### config.mk
export PLATFORM = sky130hd
export DESIGN_NAME = timer_counter
export DESIGN_NICKNAME = d
export VERILOG_FILES = /design/src/rtl/timer_counter.sv
export SDC_FILE = /design/constraint.sdc
export NUM_CORES = 1
export LEC_CHECK = 0
export ABC_AREA = 0
export BUFFER_PORTS_ARGS = -buffer_cell sky130_fd_sc_hd__buf_4
export CAP_MARGIN = 25
export CORE_MARGIN = 3
export CORE_UTILIZATION = 45
export DETAILED_ROUTE_END_ITERATION = 8
export PLACE_DENSITY = 0.71
export RECOVER_POWER = 100
export SKIP_LAST_GASP = 1
export SLEW_MARGIN = 20
export SYNTH_ARGS = -nofsm -noshare
export SYNTH_HDL_FRONTEND = slang
export SYNTH_SLANG_ARGS = --single-unit
### constraint.sdc
create_clock -name clk -period 2.35 [get_ports clk]
set_clock_uncertainty 0.05 [all_clocks]
set_input_delay 0.1175 -clock clk [delete_from_list [all_inputs] [get_ports clk]]
set_output_delay 0.1175 -clock clk [all_outputs]
set_load 0.02 [all_outputs]
### src/rtl/timer_counter.sv
// Memory-mapped programmable down-counter that raises an interrupt on expiry.
// One-shot mode holds a level interrupt until acknowledged; auto-reload pulses once per period.
module timer_counter (
  input  logic        clk,
  input  logic        reset,
  input  logic [1:0]  addr,
  input  logic        writeEnable,
  input  logic [31:0] writeData,
  output logic [31:0] readData,
  output logic        irq
);

  localparam int unsigned DataW = 32;
  localparam int unsigned CtrlW = 4;

  typedef enum logic [1:0] {
    S_IDLE = 2'd0,
    S_LOAD = 2'd1,
    S_CNT  = 2'd2,
    S_INT  = 2'd3
  } state_t;

  state_t             state_q, state_d;
  logic [CtrlW-1:0]   ctrl_q, ctrl_d;
  logic [DataW-1:0]   preset_q, preset_d;
  logic [DataW-1:0]   count_q, count_d;
  logic               irq_flag_q, irq_flag_d;

  logic enable;
  logic auto_reload;
  logic wr_ctrl;
  logic wr_preset;
  logic terminal;

  assign enable      = ctrl_q[0];
  assign auto_reload = (ctrl_q[2:1] == 2'b01);
  assign wr_ctrl     = writeEnable && (addr == 2'd0);
  assign wr_preset   = writeEnable && (addr == 2'd1);
  assign terminal    = (state_q == S_CNT) && enable && (count_q == '0);

  // State register
  always_ff @(posedge clk) begin
    if (reset) begin
      state_q <= S_IDLE;
    end else begin
      state_q <= state_d;
    end
  end

  // Next-state logic
  always_comb begin
    state_d = state_q;
    case (state_q)
      S_IDLE:  if (enable) state_d = S_LOAD;
      S_LOAD:  state_d = S_CNT;
      S_CNT: begin
        if (!enable) begin
          state_d = S_IDLE;
        end else if (count_q == '0) begin
          state_d = S_INT;
        end
      end
      S_INT:   state_d = auto_reload ? S_LOAD : S_IDLE;
      default: state_d = S_IDLE;
    endcase
  end

  // Register-file and counter updates; bus writes override the hardware enable clear,
  // and a new expiry overrides any acknowledge on the same edge.
  always_comb begin
    ctrl_d     = ctrl_q;
    preset_d   = preset_q;
    count_d    = count_q;
    irq_flag_d = irq_flag_q;

    if (state_q == S_LOAD) begin
      count_d = preset_q;
    end else if ((state_q == S_CNT) && enable && (count_q != '0)) begin
      count_d = count_q - DataW'(1);
    end

    if (terminal && !auto_reload) begin
      ctrl_d[0] = 1'b0;
    end
    if (wr_ctrl) begin
      ctrl_d = writeData[CtrlW-1:0];
    end
    if (wr_preset) begin
      preset_d = writeData;
    end

    if (wr_ctrl || wr_preset) begin
      irq_flag_d = 1'b0;
    end
    if ((state_q == S_INT) && auto_reload) begin
      irq_flag_d = 1'b0;
    end
    if (terminal) begin
      irq_flag_d = 1'b1;
    end
  end

  always_ff @(posedge clk) begin
    if (reset) begin
      ctrl_q     <= '0;
      preset_q   <= '0;
      count_q    <= '0;
      irq_flag_q <= 1'b0;
    end else begin
      ctrl_q     <= ctrl_d;
      preset_q   <= preset_d;
      count_q    <= count_d;
      irq_flag_q <= irq_flag_d;
    end
  end

  always_comb begin
    readData = '0;
    case (addr)
      2'd0:    readData = {{(DataW-CtrlW){1'b0}}, ctrl_q};
      2'd1:    readData = preset_q;
      2'd2:    readData = count_q;
      default: readData = '0;
    endcase
  end

  assign irq = irq_flag_q & ctrl_q[3];

endmodule

# --- Word-level counts from Yosys, hierarchy flattened ---
# Cells that the tools add are included.
op_classes:
  reduce_logical: 17
  n_bitwise: 1
  mux: 13
  n_eq_ne: 8
  n_addsub: 1
op_table:
  columns: ["op", "n"]
  rows:
  - ["32-bit one-hot mux with 3 select lines", 1]
  - ["32-bit two-way mux", 2]
  - ["32-bit logical NOT", 1]
  - ["32-bit nonzero test", 1]
  - ["32-bit by 1-bit subtractor with 32-bit output (second input constant)", 1]
  - ["2-bit one-hot mux with 4 select lines", 1]
  - ["1-bit logical AND", 7]
  - ["2-bit by 1-bit == test with 1-bit output (second input constant)", 3]
  - ["2-bit == test (second input constant)", 3]
  - ["1-bit two-way mux", 6]
  - ["2-bit two-way mux", 3]
  - ["2-bit logical NOT", 2]
  - ["2-bit nonzero test", 2]
  - ["3-bit inequality test (second input constant)", 1]
  - ["3-bit nonzero test", 1]
  - ["2-bit inequality test (second input constant)", 1]
  - ["2-bit AND reduction", 1]
  - ["1-bit bitwise AND", 1]
  - ["1-bit logical NOT", 1]
  - ["1-bit logical OR", 1]
totals:
  input_bits: 37
  out_inout_bits: 33
  ff_bits: 71

# --- Depth between registers and ports, before layout ---
depth:
  depth_word: 6
  ltp_mapped: 9

# --- Worst setup path before layout ---
# OpenSTA, ideal clock, no wires.
synth_path:
  kind: "register to register"
  startpoint: "reg count_q[0]"
  endpoint: "reg count_q[2]"
  arrival_time_ns: 2.151
  setup_slack_ns: 0.078
  setup_time_ns: 0.071
  required_time_ns: 2.229
  stages_incl_launch_ff: 10
  period_less_slack_ns: 2.272
  cell_sequence: "dfxtp_1 > inv_1 > ha_1 > nor3b_2 > nand4_1 > nor3_1 > a21oi_2 > buf_6 > a2111oi_2 > o21bai_1"
synth_via:
  elab_chain_cells: 3
  word_cells_on_any_way: 6
  cone_classes: "1 x add/sub; 2 x mux; 3 x reduce/logical"
synth_rtl:
  columns: ["item", "line", "text"]
  rows:
  - ["start: declaration", "26", "logic [DataW-1:0] count_q, count_d;"]
  - ["start signal: assignment", "112", "count_q <= count_d;"]
  - ["32-bit by 1-bit subtractor with 32-bit output / 32-bit nonzero test (equally long branches)", "79, 78", null]
  - ["32-bit two-way mux / 1-bit logical AND (equally long branches)", "78", "end else if ((state_q == S_CNT) && enable && (count_q != '0)) begin"]
  - ["32-bit two-way mux / 2-bit nonzero test (equally long branches)", null, null]
# Parallel ways exist; a longest one is shown, timed or not. The select of a mux whose other input is x is not followed.
# A chain may end at the register's enable or synchronous reset.

# --- Final worst setup path ---
layout_path:
  startpoint: "reg count_q[27]"
  endpoint: "reg irq_flag_q"
layout_via:
  elab_chain_cells: 3
  word_cells_on_any_way: 4
  cone_classes: "1 x mux; 3 x reduce/logical"
layout_rtl:
  columns: ["item", "line", "text"]
  rows:
  - ["32-bit logical NOT *", "39", "assign terminal = (state_q == S_CNT) && enable && (count_q == '0);"]
  - ["1-bit logical AND *", "39", null]
  - ["3-bit nonzero test (no source line) / 1-bit two-way mux (equally long branches)", null, null]
  - ["end signal: assignment", "113", "irq_flag_q <= irq_flag_d;"]
  - ["end: declaration", "27", "logic irq_flag_q, irq_flag_d;"]
# Mark *: on every way between the ends. The rest lies on a longest branch, timed or not.

==> out/metrics.yaml <==
layout:
  fin_nets: 633
  layout_commonest_cell: "nand2_1"
  multi_input_area_sq_um: 2170
  fill_cells: 719
  final-seq-area_sq_um: 1420
  area_growth_pct: 33.5
  drive_above_1_share_pct: 18.5
  fin_area_sq_um: 4960
  diodes: 0
  final_cell_mix: "nand2_1, dfxtp_1, buf_4"
setup_path:
  worstPathArrival_ns: 2.47
  path_class: "flip-flop to flip-flop"
  cp-start-kind: "flip-flop"
  critical-path-slowest-cell: "or4_1"
  worstSetupEndpointType: "flip-flop"
  crit_required_ns: 2.59
  crit_fanout: 5
  critPathTopFamily: "simple AND/OR/NAND/NOR gates"
  worst-path-buf-inv: 1
  max_stage_delay_ns: 0.59
  cp_cell_sequence: "or4_1 > buf_4 > or3_1 > nor4_1 > a31oi_1 > nor2_1"
timing:
  setup_viol: 0
  worst_pin_slew_ns: 0.809
  final.setup.worst_slack_ns: 0.123
  finalCritPeriodShare_pct: 94.8
  max_clock_freq_mhz: 449
  slew_headroom_pct: 46.1
  hold_viol: 0
  rsz0062_at_grt: "true"
  tns_ns: 0
  whs_ns: 0.104
  period_needed_ns: 2.23
  drv_slew: 0
clock_tree:
  cts_root_buf: "clkbuf_8"
  clockBufferDepth: 2
  tritoncts: "yes"
  clock-sinks: 71
  h-tree-depth: 3
  clk_latency_ns: 0.36
  cts_buffers: 9
  path_clk_slew_ns: 0.08
synth:
  syn_area_sq_um: 3720
  syn-instance-count: 478
  yosysWarnings: 0
  netlist-cell-type-count: 49
  synthesis.nets: 516
  seq_area_frac_synth_pct: 38.2
  syn_area_per_cell_sq_um: 7.77
  async_reset_ff_share_pct: 0
  synth_enable_flop_cells: 0
  synth_seq_cells: 71
  ys_dominant_reg_cell: "dfxtp_1"
floorplanning:
  core_area_sq_um: 7890
  floorplan.die_area_sq_um: 9380
  die-height_um: 96.9
  die_w_um: 96.9
  ios: 70
  num_rows: 32
  start_util_pct: 47.1
place:
  gp_congestion: 0.858
  port_buffers: 69
  dpl_cell_area_sq_um: 4500
  hpwl_um: 7360
  pre_cts_ws_ns: -0.0299
power:
  power_uw: 2600
  power_density_nw_per_um2: 524
  peakVddDrop_mv: 0.221
  sw_frac_of_total_pct: 24.5
  combinationalPowerShare_pct: 11.5
  seq_power_share_pct: 47.9
  p_sw_uw: 638
  p_int_uw: 1960
  p_leak_uw: 0.00190
  p_clk_share_pct: 40.6
global_routing:
  grt_pass1_vias: 3888
  grt_overflow: 0
  grt_use_total_pct: 23.2
  antenna_found_initial: 0
  grt_pass1_wl_um: 18300
  grt_max_degree: 76
routing:
  dr.pass1.iters: 5
  routedWlPerCell_um: 15.8
  drtIter0Drc: 195
  vias_per_cell: 5.70
  drc: 0
  dr_total_vias: 3999
  ant_nets: 0
  drt-total-wl_um: 11100
run_status:
  status: "finished, final reports clean"
job:
  maxCapViolations: 0
worst_hold_path:
  hp-class: "input port to flip-flop"
-- cell families (layout without fill, tap and decap cells) --
family	count (synthesis)	count (layout)	share of synthesized area [%]
AO/OA/AOI/OAI	142	142	25.9
XOR/XNOR	4	4	0.943
adder cells (fa/ha/maj)	1	1	0.337
buffers and inverters	40	162	4.48
flip-flops	71	71	38.2
multiplexers	9	9	2.46
AND/OR/NAND/NOR	211	211	27.6
-- state kept, by name, indices dropped and copies added (netlist names) --
signal,flops
ctrl_q,4
state_q,2
preset_q,32
irq_flag_q,1
count_q,32
-- Yosys cell counts (2+ instances only) --
cell | n | area (sq um)
clkbuf_1 | 29 | 109
and2_1 | 2 | 12.5
nor2b_1 | 5 | 31.3
a211oi_1 | 3 | 22.5
nand3b_1 | 2 | 15.0
dfxtp_1 | 71 | 1420
nor3_1 | 8 | 40.0
nand4b_1 | 2 | 17.5
xor2_1 | 4 | 35.0
or4_1 | 5 | 37.5
a31oi_1 | 14 | 87.6
or3_1 | 8 | 50.1
a22o_1 | 28 | 245
a21oi_1 | 55 | 275
o21ai_0 | 9 | 45.0
buf_6 | 2 | 22.5
buf_1 | 2 | 7.51
or2_2 | 3 | 18.8
o211ai_1 | 13 | 97.6
and3_1 | 3 | 18.8
mux2i_1 | 8 | 80.1
nand4_1 | 8 | 50.1
nand2_1 | 102 | 383
a2111oi_2 | 3 | 45.0
o2bb2a_1 | 3 | 30.0
nand3_1 | 16 | 80.1
a22oi_1 | 5 | 37.5
a2bb2oi_1 | 2 | 17.5
nand2b_1 | 3 | 18.8
o311ai_0 | 2 | 17.5
nor4_2 | 2 | 25.0
nor4_1 | 9 | 56.3
nor2_1 | 26 | 97.6
inv_1 | 6 | 22.5
-- cell type report --
type	count	share of cell area [%]
Inverter	6	0.454
Sequential cell	71	28.7
Tap cell	102	2.57
Clock inverter	4	1.41
Multi-Input combinational cell	367	43.8
Timing Repair Buffer	140	20.4
Clock buffer	12	2.72
-- worst min-delay path, cell delays in order --
cell      delay [ns]
buf_4           0.12
nand2b_1        0.08
a31oi_1         0.08
nor2_1          0.08
-- per-layer routing --
layer | routed length [um] | track usage (%)
met5 | 0 | 0
met4 | 189 | 8.96
met3 | 511 | 3.75
met2 | 5280 | 38.7
met1 | 5090 | 30.0
-- worst paths after layout --
check                           cells after the start                  endpoint  slack, ns                     start
worst max-delay path                                6   irq_flag_q$_SDFFE_PP0P_       0.12  count_q[27]$_SDFFE_PP0P_
worst min-delay path                                4   irq_flag_q$_SDFFE_PP0P_       0.10               writeEnable
worst min register to register                      2  preset_q[7]$_SDFFE_PP0P_       0.42  preset_q[7]$_SDFFE_PP0P_
worst max register to register                      6   irq_flag_q$_SDFFE_PP0P_       0.12  count_q[27]$_SDFFE_PP0P_
-- power by group through the flow --
| stage | registers (uW) | clock network [uW] | logic [uW] |
|---|---|---|---|
| finish | 1250 | 1060 | 298 |
| global route | 1250 | 1110 | 326 |
| CTS | 1250 | 1070 | 301 |
| detailed placement | 1270 | 0 | 255 |
| global placement | 1270 | 0 | 251 |
| floorplan | 1270 | 0 | 143 |
-- per-stage QoR --
stage               utilization [%]  cells
floorplan                         -    478
global placement               57.1    650
detailed placement             57.1    650
CTS                            63.8    698
global route                   62.9    702
finish                         62.9    702
-- timing repair --
action,4_1_cts,5_1_grt
buffers inserted,0,4
resized for setup,2,6
hold buffers,32,0
hold endpoints to repair,36,0
pin swaps,0,6
setup endpoints to repair,8,27
No activity file was read; power rests on OpenSTA's default activity.
